### config.mk
export PLATFORM = sky130hd
export DESIGN_NAME = mem_access_ctrl
export DESIGN_NICKNAME = d
export VERILOG_FILES = /design/src/rtl/mem_access_pkg.sv /design/src/rtl/load_align.sv /design/src/rtl/mem_access_ctrl.sv
export SDC_FILE = /design/constraint.sdc
export NUM_CORES = 1
export LEC_CHECK = 0
export ABC_AREA = 1
export CORE_MARGIN = 5
export CORE_UTILIZATION = 45
export DETAILED_ROUTE_END_ITERATION = 10
export GPL_TIMING_DRIVEN = 0
export PLACE_DENSITY = 0.83
export SLEW_MARGIN = 20
export SYNTH_ARGS = -nofsm -noshare
export SYNTH_HDL_FRONTEND = slang
export SYNTH_SLANG_ARGS = --single-unit
### constraint.sdc
create_clock -name Clk -period 1.9 [get_ports Clk]
set_input_delay 0.285 -clock Clk [delete_from_list [all_inputs] [get_ports Clk]]
set_output_delay 0.285 -clock Clk [all_outputs]
set_load 0.02 [all_outputs]
### src/rtl/mem_access_pkg.sv
// Shared encodings and lane helpers for the data-memory load/store initiator.
package mem_access_pkg;

  localparam logic [1:0] SZ_BYTE = 2'b00;
  localparam logic [1:0] SZ_HALF = 2'b01;
  localparam logic [1:0] SZ_WORD = 2'b10;

  typedef enum logic [1:0] {
    ST_IDLE  = 2'd0,
    ST_ISSUE = 2'd1,
    ST_WAIT  = 2'd2,
    ST_RESP  = 2'd3
  } state_t;

  function automatic logic [3:0] be_gen(input logic [1:0] size, input logic [1:0] addrLo);
    logic [3:0] be;
    case (size)
      SZ_BYTE: be = 4'b0001 << addrLo;
      SZ_HALF: be = addrLo[1] ? 4'b1100 : 4'b0011;
      SZ_WORD: be = 4'b1111;
      default: be = 4'b0000;
    endcase
    return be;
  endfunction

  // Reserved size is folded into misalignment so it never reaches the bus.
  function automatic logic is_misaligned(input logic [1:0] size, input logic [1:0] addrLo);
    logic bad;
    case (size)
      SZ_BYTE: bad = 1'b0;
      SZ_HALF: bad = addrLo[0];
      SZ_WORD: bad = (addrLo != 2'b00);
      default: bad = 1'b1;
    endcase
    return bad;
  endfunction

  function automatic logic [31:0] store_rep(input logic [1:0] size, input logic [31:0] wData);
    logic [31:0] rep;
    case (size)
      SZ_BYTE: rep = {4{wData[7:0]}};
      SZ_HALF: rep = {2{wData[15:0]}};
      default: rep = wData;
    endcase
    return rep;
  endfunction

endpackage

### src/rtl/load_align.sv
// Selects the addressed lane of a memory read word and sign/zero-extends it.
module load_align
  import mem_access_pkg::*;
(
  input  logic [31:0] MDataIn,
  input  logic [1:0]  Size,
  input  logic [1:0]  AddrLo,
  input  logic        Sext,
  output logic [31:0] Result
);

  logic [7:0]  byteLane;
  logic [15:0] halfLane;

  always_comb begin
    byteLane = MDataIn[7:0];
    case (AddrLo)
      2'd0: byteLane = MDataIn[7:0];
      2'd1: byteLane = MDataIn[15:8];
      2'd2: byteLane = MDataIn[23:16];
      2'd3: byteLane = MDataIn[31:24];
      default: byteLane = MDataIn[7:0];
    endcase
    halfLane = AddrLo[1] ? MDataIn[31:16] : MDataIn[15:0];

    case (Size)
      SZ_BYTE: Result = {{24{Sext & byteLane[7]}}, byteLane};
      SZ_HALF: Result = {{16{Sext & halfLane[15]}}, halfLane};
      default: Result = MDataIn;
    endcase
  end

endmodule

### src/rtl/mem_access_ctrl.sv
// One-at-a-time load/store initiator: turns a CPU request into a single
// data-memory bus transaction and reports completion, misalignment and timeout.
module mem_access_ctrl
  import mem_access_pkg::*;
#(
  parameter logic [7:0] TIMEOUT = 8'd15
) (
  input  logic        Clk,
  input  logic        Reset_n,
  input  logic        Req,
  input  logic        Wr,
  input  logic [1:0]  Size,
  input  logic        Sext,
  input  logic [31:0] Addr,
  input  logic [31:0] WData,
  output logic        Busy,
  output logic        Done,
  output logic [31:0] RData,
  output logic        AddrErr,
  output logic        TimeoutErr,
  output logic        CS,
  output logic        RW,
  output logic [3:0]  BE,
  output logic [29:0] MAddr,
  output logic [31:0] MDataOut,
  input  logic [31:0] MDataIn,
  input  logic        DataReady,
  output state_t      DbgState
);

  // Handshake: Req is taken only while Busy=0; every accepted request ends
  // with exactly one Done pulse carrying RData/AddrErr/TimeoutErr.

  state_t      state, nextState;
  logic        wrQ, sextQ;
  logic [1:0]  sizeQ, addrLoQ;
  logic [7:0]  waitCnt;
  logic        addrErrQ, timeoutErrQ;
  logic [31:0] alignedData;
  logic        reqBad;

  assign reqBad = is_misaligned(Size, Addr[1:0]);

  load_align uAlign (
    .MDataIn (MDataIn),
    .Size    (sizeQ),
    .AddrLo  (addrLoQ),
    .Sext    (sextQ),
    .Result  (alignedData)
  );

  always_ff @(posedge Clk or negedge Reset_n) begin
    if (!Reset_n) state <= ST_IDLE;
    else          state <= nextState;
  end

  always_comb begin
    nextState = state;
    case (state)
      ST_IDLE:  if (Req) nextState = reqBad ? ST_RESP : ST_ISSUE;
      ST_ISSUE: nextState = ST_WAIT;
      ST_WAIT:  if (DataReady || (waitCnt == TIMEOUT)) nextState = ST_RESP;
      ST_RESP:  nextState = ST_IDLE;
      default:  nextState = ST_IDLE;
    endcase
  end

  always_ff @(posedge Clk or negedge Reset_n) begin
    if (!Reset_n) begin
      wrQ         <= 1'b0;
      sextQ       <= 1'b0;
      sizeQ       <= 2'b00;
      addrLoQ     <= 2'b00;
      MAddr       <= 30'd0;
      BE          <= 4'b0000;
      MDataOut    <= 32'd0;
      RData       <= 32'd0;
      waitCnt     <= 8'd0;
      addrErrQ    <= 1'b0;
      timeoutErrQ <= 1'b0;
    end else begin
      case (state)
        ST_IDLE: begin
          if (Req) begin
            timeoutErrQ <= 1'b0;
            if (reqBad) begin
              addrErrQ <= 1'b1;
            end else begin
              addrErrQ <= 1'b0;
              wrQ      <= Wr;
              sextQ    <= Sext;
              sizeQ    <= Size;
              addrLoQ  <= Addr[1:0];
              MAddr    <= Addr[31:2];
              BE       <= be_gen(Size, Addr[1:0]);
              MDataOut <= store_rep(Size, WData);
              waitCnt  <= 8'd0;
            end
          end
        end
        ST_WAIT: begin
          // A response arriving on the last permitted cycle still wins.
          if (DataReady) begin
            if (!wrQ) RData <= alignedData;
          end else if (waitCnt == TIMEOUT) begin
            timeoutErrQ <= 1'b1;
          end else begin
            waitCnt <= waitCnt + 8'd1;
          end
        end
        ST_RESP: begin
          addrErrQ    <= 1'b0;
          timeoutErrQ <= 1'b0;
        end
        default: ;
      endcase
    end
  end

  assign Busy       = (state != ST_IDLE);
  assign Done       = (state == ST_RESP);
  assign CS         = (state == ST_ISSUE);
  assign RW         = CS & wrQ;
  assign AddrErr    = Done & addrErrQ;
  assign TimeoutErr = Done & timeoutErrQ;
  assign DbgState   = state;

endmodule

==> flow_metrics.env <==
export IMPL_mostFrequentLayoutCells="268 x nand2_1, 202 x clkdlybuf4s50_1, 116 x dfrtp_1"
export IMPL_fp_coreArea_mm2=0.0127
export IMPL_rsz0062_at_grt="yes"
export IMPL_grt_pass1_vias=5862
export IMPL_switchingPower_uw=5910
export IMPL_gp_congestion=0.907
export IMPL_cts_made_buffers=17
export IMPL_netlist_instances=770
export IMPL_clock_latency_ns=0.42
export IMPL_critPathMaxStageDelay_ns=0.43
export IMPL_diodes=0
export IMPL_finalCritPeriodShare_pct=94.8
export IMPL_fin_hold_ws_ns=0.371
export IMPL_syn_to_final_growth_pct=49.4
export IMPL_seq_area_frac_synth_pct=49.3
export IMPL_clockRootBuffer="clkbuf_16"
export IMPL_synth_seq_cells=116
export IMPL_critical_path_required_ns=1.62
export IMPL_finalSetupViolCount=0
export IMPL_grt_total_usage_pct=24.6
export IMPL_crit_path_start="DbgState[0]"
export IMPL_cp_cell_sequence="inv_2 > ha_1 > inv_1 > clkbuf_2"
export IMPL_drv_slew=0
export IMPL_p_int_uw=8620
export IMPL_p_leak_uw=0.00412
export IMPL_layout_drive_gt1_share_pct=9.78
export IMPL_clkSlewWorstSetupHoldPaths_ns=0.06
export IMPL_reg2regPathDepth=8
export IMPL_antenna_found_initial=0
export IMPL_finalHoldViolCount=0
export IMPL_drt_initial_drc_count=417
export IMPL_timing_final_crit_period_ns=1.80
export IMPL_worstPathMaxFanout=4
export IMPL_vias_per_cell=5.05
export IMPL_switching_share_pct=40.7
export IMPL_io_buffers=209
export IMPL_synthesis_nets=880
export IMPL_routed_wl_um=19100
export IMPL_layout_commonest_cell="nand2_1"
export IMPL_crit_arrival_ns=1.52
export IMPL_h_tree_depth=4
export IMPL_cts_tree="yes"
export IMPL_wl_per_cell_um=16.1
export IMPL_vias=5981
export IMPL_grt_overflow_total=0
export IMPL_yosysTopAreaCellShare_pct=49.3
export IMPL_cap_violations=0
export IMPL_p_seq_share_pct=29.7
export IMPL_cts_num_sinks=116
export IMPL_postLayoutCoreUtil_pct=69.1
export IMPL_dpl_hpwl_um=14600
export IMPL_clock_path_buffers=2
export IMPL_post_place_cells=1152
export IMPL_critPathCaptureType="output port"
export IMPL_ir_drop_uv=1060
export IMPL_initial_utilization_pct=46.3
export IMPL_grt_first_pass_wirelength_um=30500
export IMPL_dieArea_mm2=0.0155
export IMPL_worst_slew_pin_slew_ns=0.506
export IMPL_criticalPathCategory="reg2out"
export IMPL_hp_class="in2async"
export IMPL_drc=0
export IMPL_crit_slowest_cell="dfrtp_1"
export IMPL_max_freq_mhz=555
export IMPL_postSynthAreaPerCell_um2=7.64
export IMPL_firstDrtPassIters=5
export IMPL_share_comb_of_total_power_pct=49.9
export IMPL_status="finished, final reports clean"
export IMPL_final_cell_count_no_fill=1184
export IMPL_post_synth_top_area_cell="dfrtp_1"
export IMPL_clkPwrFrac_pct=20.4
export IMPL_dpl_cell_area_mm2=0.00822
export IMPL_p_per_area_mw_per_mm2=1650
export IMPL_io_pins=210
export IMPL_die_width_um=124
export IMPL_final_area_mm2=0.00879
export IMPL_crit_buf_inv=3
export IMPL_ys_warnings_count=0
export IMPL_synth_area_leaders="dfrtp_1 49%, nand2_1 17%, o21ai_0 8.3%"
export IMPL_startpoint_type="register"
export IMPL_grt_start_max_net_pins=72
export IMPL_relSlewSlack_pct=66.1
export IMPL_row_count=41
export IMPL_skew_ns=0.00984
export IMPL_ys_types=33
export IMPL_r2r_start="DbgState[0]"
export IMPL_path_depth=4
export IMPL_drtAntennaViolNets=0
export IMPL_layout_nets=1109
export IMPL_cp_top_family="flip-flops"
export IMPL_netlist_area_mm2=0.00588
export IMPL_die_height_um=124
export IMPL_setup_tns_ns=0
==> worst reg2reg max path, cell delays in order (launching register included) <==
cell	delay, ns
dfrtp_1	0.43
inv_2	0.11
ha_2	0.23
nand2_2	0.09
nor2_4	0.15
buf_2	0.23
o21ai_0	0.12
a21oi_1	0.19
a21oi_1	0.09
==> what timing repair did <==
item                                    4_1_cts  5_1_grt
gates resized for setup                      13       16
hold endpoints to repair                     45        0
endpoints found under the setup margin       28      110
pin swaps                                     1        1
cloned                                        0        0
hold buffers                                  1        0
buffers inserted                              1        0
==> metrics by stage <==
step,total power [uW],setup WS (ns)
2_1_floorplan,8110,0.110
3_3_place_gp,11400,-4.01
3_5_place_dp,11600,-0.164
4_1_cts,14600,-0.0333
5_1_grt,15500,-0.0210
6_report,14500,0.0996
==> state kept, by name, indices dropped and copies added, names as in the netlist <==
register     flops
MDataOut        32
RData           32
MAddr           30
waitCnt          8
BE               4
DbgState         2
addrLoQ          2
sizeQ            2
addrErrQ         1
sextQ            1
timeoutErrQ      1
wrQ              1
==> synth_stat cells (all sizes together) <==
master and instances:
dfrtp 116, buf 25, nor2 53, a21oi 44, o211ai 9, a22o 1
nor3 4, inv 54, a31oi 7, xor2 2, nand3 29, clkinv 1
o21ai 109, o2111ai 1, nor3b 1, ha 6, o21bai 2, xnor2 1
nand2 273, or2 16, clkbuf 16
==> worst paths after layout <==
check / slack, ns / end
max in group asynchronous: 0.83 / MDataOut[27]
max: 0.1 / Busy
max reg2reg: 0.13 / RData[15]
min: 0.37 / RData[28]
min in group Clk: 0.40 / MAddr[15]
min reg2reg: 0.50 / MAddr[26]
==> kinds of logic (layout without fill, tap and decap cells) <==
logic type / Yosys count / count (layout) / share of synthesized area (%)
AO/OA/AOI/OAI: 173 / 173 / 15.5
XOR/XNOR: 3 / 3 / 0.447
adder cells (fa/ha/maj): 6 / 6 / 1.28
buffers and inverters: 96 / 338 / 7.36
flip-flops: 116 / 116 / 49.3
AND/OR/NAND/NOR: 376 / 376 / 26.1
==> final cells by class <==
| cell class | instances | area [um2] |
|---|---|---|
| multi-input cells | 558 | 2580 |
| clock inverters | 9 | 80.1 |
| fillers | 1063 | 3930 |
| repair buffers | 212 | 2120 |
| flip-flops and latches | 116 | 2900 |
| plain buffers | 39 | 223 |
| well taps | 172 | 215 |
| inverters | 55 | 206 |
| clock buffers | 23 | 468 |
==> power by group through the flow <==
| stage | Sequential, uW | Combinational (uW) | Clock [uW] |
|---|---|---|---|
| 2_1_floorplan | 5540 | 2570 | 0 |
| 3_3_place_gp | 4290 | 7120 | 0 |
| 3_5_place_dp | 4320 | 7250 | 0 |
| 4_1_cts | 4310 | 7290 | 3010 |
| 5_1_grt | 4460 | 7880 | 3140 |
| 6_report | 4310 | 7250 | 2970 |
==> metal layers <==
layer | share of wire (%) | GRT usage, % | wire [um] | vias up
met5 | 0 | 0 | 0 | -
met4 | 2.5 | 8.38 | 470 | 0
met3 | 11 | 10.2 | 2150 | 34
met2 | 47 | 40.3 | 8970 | 267
met1 | 39 | 29.2 | 7510 | 2736
li1 | - | - | - | 2944
(Power assumes the default switching activity.)
